[config.mk]
export PLATFORM = sky130hd
export DESIGN_NAME = modulo_debounce_botoes_flat
export DESIGN_NICKNAME = d
export VERILOG_FILES = /design/src/rtl/modulo_debounce_botoes_if.sv /design/src/rtl/modulo_debounce_botoes.sv /design/src/flat_wrapper.sv
export SDC_FILE = /design/constraint.sdc
export NUM_CORES = 1
export LEC_CHECK = 0
export BUFFER_PORTS_ARGS = -buffer_cell sky130_fd_sc_hd__buf_2
export CAP_MARGIN = 40
export CORE_MARGIN = 1.5
export CORE_UTILIZATION = 30
export DETAILED_ROUTE_END_ITERATION = 12
export GPL_ROUTABILITY_DRIVEN = 0
export PLACE_DENSITY = 0.43
export SYNTH_ARGS = -nofsm -noshare
export SYNTH_HDL_FRONTEND = slang
export SYNTH_SLANG_ARGS = --single-unit
[constraint.sdc]
create_clock -name clk -period 3.1 [get_ports clk]
set_input_delay 0.155 -clock clk [delete_from_list [all_inputs] [get_ports clk]]
set_output_delay 0.155 -clock clk [all_outputs]
set_load 0.05 [all_outputs]
[src/rtl/modulo_debounce_botoes_if.sv]
// Button bus between the raw pins and the debounce block.
//   btn_n     : raw pins, active-low (bit 0 = confirm, bit 1 = clear)
//   btn_level : debounced level, 1 = pressed
//   btn_pulse : one-cycle strobe per accepted press (and per repeat)
// The master modport is the side that drives the pins and consumes the
// conditioned outputs; the slave modport is the debounce block itself.
interface modulo_debounce_botoes_if;
    logic [1:0] btn_n;
    logic [1:0] btn_level;
    logic [1:0] btn_pulse;

    modport master (
        output btn_n,
        input  btn_level,
        input  btn_pulse
    );

    modport slave (
        input  btn_n,
        output btn_level,
        output btn_pulse
    );
endinterface

[src/rtl/modulo_debounce_botoes.sv]
// Push-button conditioner for the game core: two independent channels,
// each a 2-flop synchronizer followed by a debounce FSM that emits a clean
// level and a registered one-cycle press pulse on clk.
//
// Optional feature: define DEBOUNCE_AUTOREPEAT_EN to add a per-channel
// auto-repeat counter that re-fires btn_pulse every REP_CYCLES cycles while
// a button stays in the pressed state. With the macro undefined no repeat
// counter exists and exactly one pulse is produced per accepted press.
module modulo_debounce_botoes #(
    parameter int unsigned DEB_CYCLES = 500000,
    parameter int unsigned REP_CYCLES = 25000000,
    parameter int unsigned CNT_W      = 25
) (
    input  logic                           clk,
    input  logic                           clr,
    modulo_debounce_botoes_if.slave        bus
);

    typedef enum logic [1:0] {
        ST_IDLE      = 2'd0,
        ST_PRESS_CHK = 2'd1,
        ST_PRESSED   = 2'd2,
        ST_REL_CHK   = 2'd3
    } state_t;

    localparam logic [CNT_W-1:0] DEB_LAST = CNT_W'(DEB_CYCLES - 1);
    localparam logic [CNT_W-1:0] CNT_ONE  = CNT_W'(1);
    localparam longint unsigned  CNT_MAX_NEEDED =
        (DEB_CYCLES > REP_CYCLES) ? longint'(DEB_CYCLES) : longint'(REP_CYCLES);

    // Reject configurations where the counter could wrap before the
    // terminal count is reached.
    if (DEB_CYCLES < 2 || REP_CYCLES < 2 || CNT_W < 1 || CNT_W > 62 ||
        (64'd1 << CNT_W) <= CNT_MAX_NEEDED) begin : g_param_check
        $error("modulo_debounce_botoes: invalid DEB_CYCLES/REP_CYCLES/CNT_W");
    end

    logic [1:0] w_level;
    logic [1:0] w_pulse;

    assign bus.btn_level = w_level;
    assign bus.btn_pulse = w_pulse;

    // Two identical channels with no shared state.
    for (genvar g = 0; g < 2; g++) begin : g_chan
        logic [1:0]       r_sync;
        logic             w_s;
        state_t           r_state;
        logic [CNT_W-1:0] r_cnt;
        logic             r_level;
        logic             r_pulse;
`ifdef DEBOUNCE_AUTOREPEAT_EN
        localparam logic [CNT_W-1:0] REP_LAST = CNT_W'(REP_CYCLES - 1);
        logic [CNT_W-1:0] r_rep;
`endif

        // Two-flop synchronizer; resets to the released (high) pin level.
        always_ff @(posedge clk or posedge clr) begin
            if (clr) begin
                r_sync <= '1;
            end else begin
                r_sync <= {r_sync[0], bus.btn_n[g]};
            end
        end

        // Active-high pressed indication from the synchronized pin.
        assign w_s = ~r_sync[1];

        // Debounce FSM with registered level and pulse outputs; the
        // counter is cleared on every state entry so it can never wrap.
        always_ff @(posedge clk or posedge clr) begin
            if (clr) begin
                r_state <= ST_IDLE;
                r_cnt   <= '0;
                r_level <= 1'b0;
                r_pulse <= 1'b0;
`ifdef DEBOUNCE_AUTOREPEAT_EN
                r_rep   <= '0;
`endif
            end else begin
                r_pulse <= 1'b0;
                case (r_state)
                    ST_IDLE: begin
                        if (w_s) begin
                            r_state <= ST_PRESS_CHK;
                            r_cnt   <= '0;
                        end
                    end
                    ST_PRESS_CHK: begin
                        if (!w_s) begin
                            r_state <= ST_IDLE;
                            r_cnt   <= '0;
                        end else if (r_cnt == DEB_LAST) begin
                            r_state <= ST_PRESSED;
                            r_cnt   <= '0;
                            r_level <= 1'b1;
                            r_pulse <= 1'b1;
`ifdef DEBOUNCE_AUTOREPEAT_EN
                            r_rep   <= '0;
`endif
                        end else begin
                            r_cnt <= r_cnt + CNT_ONE;
                        end
                    end
                    ST_PRESSED: begin
                        if (!w_s) begin
                            r_state <= ST_REL_CHK;
                            r_cnt   <= '0;
`ifdef DEBOUNCE_AUTOREPEAT_EN
                            r_rep   <= '0;
`endif
                        end else begin
`ifdef DEBOUNCE_AUTOREPEAT_EN
                            if (r_rep == REP_LAST) begin
                                r_rep   <= '0;
                                r_pulse <= 1'b1;
                            end else begin
                                r_rep <= r_rep + CNT_ONE;
                            end
`endif
                        end
                    end
                    ST_REL_CHK: begin
                        if (w_s) begin
                            // Release was a glitch: back to pressed, no pulse.
                            r_state <= ST_PRESSED;
                            r_cnt   <= '0;
`ifdef DEBOUNCE_AUTOREPEAT_EN
                            r_rep   <= '0;
`endif
                        end else if (r_cnt == DEB_LAST) begin
                            r_state <= ST_IDLE;
                            r_cnt   <= '0;
                            r_level <= 1'b0;
                        end else begin
                            r_cnt <= r_cnt + CNT_ONE;
                        end
                    end
                    default: begin
                        r_state <= ST_IDLE;
                        r_cnt   <= '0;
                        r_level <= 1'b0;
                    end
                endcase
            end
        end

        assign w_level[g] = r_level;
        assign w_pulse[g] = r_pulse;
    end

endmodule
[src/flat_wrapper.sv]
// flat-port wrapper written by rule: the top's interface ports become plain ports
module modulo_debounce_botoes_flat 
#(
    parameter int unsigned DEB_CYCLES = 500000,
    parameter int unsigned REP_CYCLES = 25000000,
    parameter int unsigned CNT_W      = 25
)
  (clk, clr, bus_btn_n, bus_btn_level, bus_btn_pulse);
  modulo_debounce_botoes_if bus_i ();
  input  logic clk;
  input  logic clr;
  input wire logic [$bits(bus_i.btn_n)-1:0] bus_btn_n;
  output wire logic [$bits(bus_i.btn_level)-1:0] bus_btn_level;
  output wire logic [$bits(bus_i.btn_pulse)-1:0] bus_btn_pulse;
  assign bus_i.btn_n = bus_btn_n;
  assign bus_btn_level = bus_i.btn_level;
  assign bus_btn_pulse = bus_i.btn_pulse;
  modulo_debounce_botoes #(.DEB_CYCLES(DEB_CYCLES), .REP_CYCLES(REP_CYCLES), .CNT_W(CNT_W)) u_core (.clk(clk), .clr(clr), .bus(bus_i));
endmodule
Yosys cells after proc, flatten, opt, wreduce, memory -nomap -nowiden
Cells that the tools add are included.
Storage, ports and cells
  register bits after elaboration: 62
  bits of input ports: 4
  output and inout bits: 4
  logic and storage cells: 88
Cells by class
  add/sub/neg operators: 2
  eq/ne operators: 24
  multiplexer cells: 42
  reduce and logical (&&, ||, !) cells: 10
Operators by type and width (number)
  25-bit two-way mux: 10
  25-bit case mux with 4 select lines: 2
  25-bit by 1-bit adder with 25-bit output (second input constant): 2
  25-bit by 19-bit == test with 1-bit output (second input constant): 2
  2-bit two-way mux: 12
  2-bit by 1-bit != test with 1-bit output (second input constant): 8
  2-bit case mux with 4 select lines: 2
  1-bit two-way mux: 14
  5-bit AND reduction: 2
  2-bit == test (second input constant): 4
  2-bit != test (second input constant): 4
  4-bit AND reduction: 2
  3-bit by 1-bit != test with 1-bit output (second input constant): 2
  3-bit != test (second input constant): 2
  2-bit by 1-bit == test with 1-bit output (second input constant): 2
  2-bit logical NOT: 2
  1-bit case mux with 2 select lines: 2
  2-bit AND reduction: 2
  2-bit nonzero test: 2

Logic depth before layout (Yosys ltp)
Gate-level depths: netlist of the first run.
  depth in word-level cells: 4
  mapped depth: 8
  mapped depth without buffers: 6

Least setup slack after synthesis of the first run
Ideal clock, no wire load.
  path kind: reg2reg
  from: reg u_core.g_chan[0].r_cnt[0]
  to: reg u_core.g_chan[0].r_cnt[18]
  library setup time: 121 ps
  arrival: 1792 ps
  data required time: 2979 ps
  slack: 1187 ps
  stages on the path, launching flop included: 7
  path buffers: 0
  clock period less this slack: 1913 ps
  path through: dfrtp_1 > ha_1 > and4_1 > nand3_1 > or4_1 > xnor2_1 > a22o_1
Between the ends
  cells in the longest elaborated chain, start to end: 4
  elaborated cells on any way between the ends: 6
  those cells by class: add/sub: 1; eq/ne: 1; mux: 4
Ends and longest elaborated chain
  start: declaration: line modulo_debounce_botoes.sv:49  | logic [CNT_W-1:0] r_cnt;
  start signal: assignment: line modulo_debounce_botoes.sv:102  | r_cnt <= r_cnt + CNT_ONE;
  start signal: assignment: line modulo_debounce_botoes.sv:136  | r_cnt <= r_cnt + CNT_ONE;
  25-bit by 1-bit adder with 25-bit output or 25-bit by 19-bit == test with 1-bit output (tied branches)
  25-bit two-way mux *: line modulo_debounce_botoes.sv:93, modulo_debounce_botoes.sv:131
  25-bit two-way mux, on equally long branches: line modulo_debounce_botoes.sv:124, modulo_debounce_botoes.sv:90
  25-bit case mux with 4 select lines *: line modulo_debounce_botoes.sv:82  | case (r_state)
Mark *: on every way between the ends. The rest lies on a longest branch, timed or not.
A chain may end at the register's enable or synchronous reset.

Worst setup path in the final report of the first run
  from: reg u_core.g_chan[1].r_cnt[0]
  to: reg u_core.g_chan[1].r_cnt[20]
Between the ends
  cells in the longest elaborated chain, start to end: 4
  elaborated cells on any way between the ends: 6
  those cells by class: add/sub: 1; eq/ne: 1; mux: 4
Ends and longest elaborated chain (line)
  start: declaration: modulo_debounce_botoes.sv:49
  start signal: assignment: modulo_debounce_botoes.sv:102
  start signal: assignment: modulo_debounce_botoes.sv:136
  25-bit by 1-bit adder with 25-bit output or 25-bit by 19-bit == test with 1-bit output (tied branches)
  25-bit two-way mux *: modulo_debounce_botoes.sv:93, modulo_debounce_botoes.sv:131
  25-bit two-way mux, on equally long branches: modulo_debounce_botoes.sv:124, modulo_debounce_botoes.sv:90
  25-bit case mux with 4 select lines *: modulo_debounce_botoes.sv:82
Marks and branches as above.

==> impl_metrics.py, run 1 <==
metrics = {
    "timing": {
        "whs_ns": 0.354,
        "tightest_slew_ns": 0.732,
        "clock_skew_ns": 0.0104,
        "post-route-min-period_ns": 2.40,
        "rsz0062_at_grt": "false",
        "finalHoldViolations": 0,
        "finalSetupViolCount": 0,
        "slew_headroom": 0.508,
        "max_freq_mhz": 417,
        "layout_worst_path_cycle_share": 0.774,
        "drv_slew": 0,
        "finalSetupTns_ns": 0,
    },
    "worst_setup_path": {
        "startpoint_type": "flop",
        "cp.arrival_ns": 2.64,
        "r2r_cells": 7,
        "r2r-start": "u_core.g_chan[1].r_cnt[0]",
        "end_kind": "flop",
        "cp_max_fo": 21,
        "reg2reg_to": "u_core.g_chan[1].r_cnt[20]",
        "r2r_slack_ns": 0.70,
        "required_ns": 3.34,
        "path_class": "flop to flop",
    },
    "yosys": {
        "synth_cells": 364,
        "yosys_warnings": 0,
        "synth_area_leaders": "dfrtp_1 43%, nand2_1 4.6%, a31oi_1 4.6%, a22o_1 3.4%, dfstp_2 3.1%",
        "ys_ff_latch": 62,
        "ys_async_sr_fraction": 1.00,
        "synth_area_um2": 3390,
        "synth_top_area_frac": 0.428,
        "yosys.area.top_type": "dfrtp_1",
        "synth_cell_types": 53,
        "syn_avg_cell_area_um2": 9.32,
        "synthFlopType": "dfrtp_1",
        "seq_area_frac_synth": 0.459,
        "syn_nets": 370,
        "synth_edf_count": 0,
    },
    "pwr": {
        "pwr-share-seq": 0.442,
        "swShare": 0.224,
        "p_comb_frac": 0.050,
        "ir_worst_vdd_v": 0.000237,
        "clkPwrFrac": 0.508,
        "pwr_density_cell_nw_per_um2": 500,
        "power.leakage_nw": 1.59,
        "p_int_mw": 1.50,
        "switchingPower_mw": 0.432,
    },
    "hold_path": {
        "hold_end": "u_core.g_chan[1].r_sync[1]",
        "hp-start": "u_core.g_chan[1].r_sync[0]",
        "hold_path.class": "flop to flop",
        "min_path_cells": 0,
    },
    "global_route": {
        "grt_pass1_vias": 2481,
        "grt_max_degree": 34,
        "grt_usage": 0.141,
        "overflow": 0,
        "grt_pass1_wl_mm": 13.0,
        "antenna_found_initial": 0,
    },
    "placement": {
        "hpwl_mm": 5.20,
        "io_buffers": 7,
    },
    "clock_tree": {
        "post-cts-setup-buffer-count": 0,
        "path_clk_slew_ns": 0.05,
        "root_buffer": "clkbuf_16",
        "h-tree-depth": 3,
        "cts_buffer_depth": 2,
        "worstSkewPairLatency_ns": 0.32,
        "cts_tree": "built",
        "cts.sinks": 62,
        "hold_buffers": 3,
        "numCtsBuffers": 9,
        "cts_resized": 0,
    },
    "floorplan": {
        "die_h_um": 109,
        "io_pins": 8,
        "dieArea_um2": 12000,
        "rows": 38,
        "core_um2": 10900,
        "die_x_um": 109,
        "start_util": 0.310,
    },
    "layout": {
        "final_nets": 376,
        "diodes": 0,
        "final_common_cell": "dfrtp_1",
        "drive_above_1_share": 0.128,
        "syn2layout_area_growth_pct": 13.7,
        "layout_common_cells": "58 x dfrtp_1, 42 x nand2_1, 25 x a31oi_1",
    },
    "detailed_routing": {
        "wl_mm": 7.76,
        "detail-route-antenna-nets": 0,
        "top_layer_used": "met4",
        "viasPerCell": 5.30,
        "wl_per_cell_um": 15.1,
        "route.vias.total": 2723,
        "met2WireLength_mm": 3.20,
        "m1WireLength_mm": 4.23,
        "drt_first_pass_iters": 4,
        "dr_wl_met3_um": 278,
        "drc_errors": 0,
        "drt_iter0_drc": 134,
    },
    "run": {
        "maxCapViolCount": 0,
    },
    "run_status": {
        "status": "complete, no violations",
    },
}
-- worst max-delay path: stages, from the launching register on --
cell and delay [ns]:
dfrtp_1 0.41, ha_1 0.26, nand4_1 0.31, nor3_4 0.09
a21oi_2 0.58, buf_4 0.36, a41oi_1 0.15, a31oi_1 0.16
-- Yosys cell counts, drive strengths merged (4+ instances only) --
library cell and instances:
nor3 13, a22o 13, nand3 19, dfrtp 58
a21oi 20, a41oi 5, nand2 43, o21bai 4
nand2b 4, xnor2 8, dfstp 4, inv 15
nand4 15, clkbuf 8, and3 10, o21ai 10
o211ai 4, nor4 11, a31oi 25, nor2 15
and4 6, buf 15, and2 5, xor2 4
-- layout make-up --
class,instances,area [µm²]
Clock buffer,11,243
Clock inverter,4,47.5
Fill cell,1130,7080
Inverter,15,56.3
Multi-Input combinational cell,264,1650
Sequential cell,62,1560
Tap cell,140,175
Timing Repair Buffer,18,129
-- power by group through the flow --
stage | clock (mW) | combinational [mW] | sequential [mW]
finish | 0.980 | 0.0964 | 0.854
global route | 1.05 | 0.109 | 0.857
CTS | 1.01 | 0.0978 | 0.853
detailed placement | 0 | 0.0944 | 0.867
global placement | 0 | 0.0922 | 0.867
floorplan | 0 | 0.0705 | 0.862
-- registers in the layout, indices dropped and copies added (netlist names), named ones only --
name	cells
u_core.g_chan.r_level	2
u_core.g_chan.r_sync	4
u_core.g_chan.r_pulse	2
u_core.g_chan.r_cnt	50
u_core.g_chan.r_state	2
-- worst max path at each step --
stage / to / cells past startpoint / slack (ns) / start
CTS: u_core.g_chan[1].r_cnt[20] / 7 / 0.72 / u_core.g_chan[1].r_cnt[0]
global placement: u_core.g_chan[0].r_cnt[4] / 6 / 0.73 / u_core.g_chan[0].r_cnt[17]
global route: u_core.g_chan[1].r_cnt[20] / 7 / 0.47 / u_core.g_chan[1].r_cnt[0]
floorplan: u_core.g_chan[0].r_cnt[18] / 6 / 1.19 / u_core.g_chan[0].r_cnt[0]
detailed placement: u_core.g_chan[1].r_cnt[20] / 7 / 0.74 / u_core.g_chan[1].r_cnt[0]
finish: u_core.g_chan[1].r_cnt[20] / 7 / 0.70 / u_core.g_chan[1].r_cnt[0]
-- kinds of logic after synthesis --
family                   Yosys count  synth area share
multiplexers                       2           0.00664
buffers and inverters             38            0.0546
adder cells (fa/ha/maj)            2           0.00737
XOR/XNOR                          12            0.0310
AO/OA/AOI/OAI                     94             0.188
AND/OR/NAND/NOR                  154             0.254
flip-flops                        62             0.459
-- layer usage --
layer / track usage / vias up
met1: 0.218 / 1315
met5: 0 / -
li1: - / 1366
met2: 0.189 / 40
met4: 0.0594 / 0
met3: 0.0249 / 2
-- per-stage QoR --
step                total power [mW]  worst slack, ns  cells   util  cell area, µm²
floorplan                      0.932             1.19    364      -            3390
global placement               0.959            0.725    494  0.322            3520
detailed placement             0.961            0.739    496  0.324            3540
CTS                             1.96            0.724    514  0.353            3860
global route                    2.01            0.468    514  0.353            3860
finish                          1.93            0.700    514  0.353            3860
Note: power is estimated with default switching activity, not from simulation.
==> run 2, diff against run 1 <==
--- a/config.mk
+++ b/config.mk
@@ -11,7 +11,7 @@
 export CORE_UTILIZATION = 30
 export DETAILED_ROUTE_END_ITERATION = 12
 export GPL_ROUTABILITY_DRIVEN = 0
-export PLACE_DENSITY = 0.43
+export PLACE_DENSITY = 0.45
 export SYNTH_ARGS = -nofsm -noshare
 export SYNTH_HDL_FRONTEND = slang
 export SYNTH_SLANG_ARGS = --single-unit
==> constraint.sdc (replaced) <==
create_clock -name clk -period 2.2 [get_ports clk]
set_input_delay 0.11 -clock clk [delete_from_list [all_inputs] [get_ports clk]]
set_output_delay 0.11 -clock clk [all_outputs]
set_load 0.05 [all_outputs]
==> impl_metrics.py, run 2 (synthesized netlist as in run 1, its figures left out) <==
metrics = {
    "layout": {
        "diodes": 0,
        "largest_reg_flops": 50,
        "final_common_cell": "dfrtp_1",
        "stdcell_area_um2": 3970,
        "fillCellCount": 1093,
        "layout_common_cells": "58 x dfrtp_1, 42 x nand2_1, 25 x a31oi_1",
        "final_core_util": 0.363,
        "drive_above_1_share": 0.162,
        "layoutNonFillerInstCount": 528,
        "largestRegisters": "u_core.g_chan.r_cnt: 50 flops, u_core.g_chan.r_sync: 4 flops",
        "final_nets": 389,
        "multi_input_area_um2": 1660,
        "syn2layout_area_growth_pct": 17.1,
        "largest-register": "u_core.g_chan.r_cnt",
        "ff_latch_area_um2": 1560,
    },
    "timing": {
        "slew_headroom": 0.510,
        "whs_ns": 0.355,
        "layout_worst_path_cycle_share": 0.928,
        "finalSetupTns_ns": 0,
        "finalHoldViolations": 0,
        "tightest_slew_ns": 0.732,
        "clock_skew_ns": 0.00909,
        "setup_ws_ns": 0.159,
        "drv_slew": 0,
        "post-route-min-period_ns": 2.04,
        "max_freq_mhz": 490,
        "rsz0062_at_grt": "false",
        "finalSetupViolCount": 0,
    },
    "clock_tree": {
        "cts.sinks": 62,
        "root_buffer": "clkbuf_16",
        "h-tree-depth": 3,
        "path_clk_slew_ns": 0.05,
        "worstSkewPairLatency_ns": 0.33,
        "numCtsBuffers": 9,
        "cts_buffer_depth": 2,
        "cts_tree": "built",
    },
    "worst_setup_path": {
        "cpPeakStageDelay_ns": 0.56,
        "crit_chain": "or4_4, nor3_4, a21o_1, o21ai_1, a22o_1",
        "cp.arrival_ns": 2.26,
        "path_class": "flop to flop",
        "cp_max_fo": 11,
        "crit_slowest_cell": "or4_4",
        "startpoint_type": "flop",
        "end_kind": "flop",
        "required_ns": 2.42,
    },
    "detailed_routing": {
        "wl_mm": 8.20,
        "detail-route-antenna-nets": 0,
        "route.vias.total": 2853,
        "drc_errors": 0,
        "wl_per_cell_um": 15.5,
        "drt_first_pass_iters": 6,
        "viasPerCell": 5.40,
        "drt_iter0_drc": 174,
    },
    "placement": {
        "placed_area_um2": 3640,
        "dp_slack_ns": 0.145,
        "hpwl_mm": 5.59,
        "placed_cells": 509,
        "io_buffers": 7,
    },
    "global_route": {
        "antenna_found_initial": 0,
        "grt_pass1_vias": 2820,
        "grt_max_degree": 41,
        "grt_usage": 0.153,
        "grt_pass1_wl_mm": 14.1,
        "overflow": 0,
    },
    "pwr": {
        "p_total_mw": 2.71,
        "power.leakage_nw": 1.66,
        "ir_worst_vdd_v": 0.000294,
        "pwr_density_cell_nw_per_um2": 682,
    },
    "floorplan": {
        "io_pins": 8,
        "die_x_um": 109,
        "rows": 38,
        "dieArea_um2": 12000,
        "core_um2": 10900,
        "die_h_um": 109,
        "start_util": 0.310,
    },
    "hold_path": {
        "hold_path.class": "flop to flop",
    },
    "run_status": {
        "status": "complete, no violations",
    },
    "run": {
        "maxCapViolCount": 0,
    },
}
==> run 2: final timing paths <==
check                                                start                         end  slack [ns]  cells past startpoint
worst min register to register  u_core.g_chan[0].r_sync[0]  u_core.g_chan[0].r_sync[1]        0.35                      0
worst max-delay path             u_core.g_chan[1].r_cnt[6]   u_core.g_chan[1].r_cnt[6]        0.16                      5
worst max register to register   u_core.g_chan[1].r_cnt[6]   u_core.g_chan[1].r_cnt[6]        0.16                      5
max in group asynchronous                              clr   u_core.g_chan[1].r_cnt[1]        1.35                      4
min in group asynchronous                              clr  u_core.g_chan[0].r_cnt[10]        0.36                      4
worst min-delay path            u_core.g_chan[0].r_sync[0]  u_core.g_chan[0].r_sync[1]        0.35                      0
==> run 2: what timing repair did <==
item                                    4_1_cts  5_1_grt
hold buffers                                  3        0
endpoints found under the setup margin        0        2
setup buffers                                 0        0
gates resized for setup                       0        2
endpoints found under the hold margin        60        0
==> run 2: routing by layer <==
metal / track usage / wire length, µm / vias to the layer above
met2: 0.232 / 3740 / 43
met5: 0 / 0 / -
li1: - / - / 1397
met1: 0.209 / 4080 / 1401
met4: 0.0649 / 142 / 0
met3: 0.0373 / 244 / 12
==> run 2: final cells by class <==
type,instances,area share
Clock inverter,3,0.00441
Sequential cell,62,0.392
Clock buffer,13,0.0680
Inverter,15,0.0142
Tap cell,140,0.0441
Timing Repair Buffer,31,0.0592
Multi-Input combinational cell,264,0.418
==> run 2: report_power, final <==
| group | internal [mW] | switching (mW) |
|---|---|---|
| logic | 0.0572 | 0.100 |
| registers | 1.17 | 0.0294 |
| clock network | 0.850 | 0.503 |
==> run 2: worst max-delay path, delay by kind of cell, from the launching register on <==
| kind | cells | cell delay, ns |
|---|---|---|
| flip-flops | 1 | 0.42 |
| AO/OA/AOI/OAI | 3 | 0.71 |
| AND/OR/NAND/NOR | 2 | 0.80 |
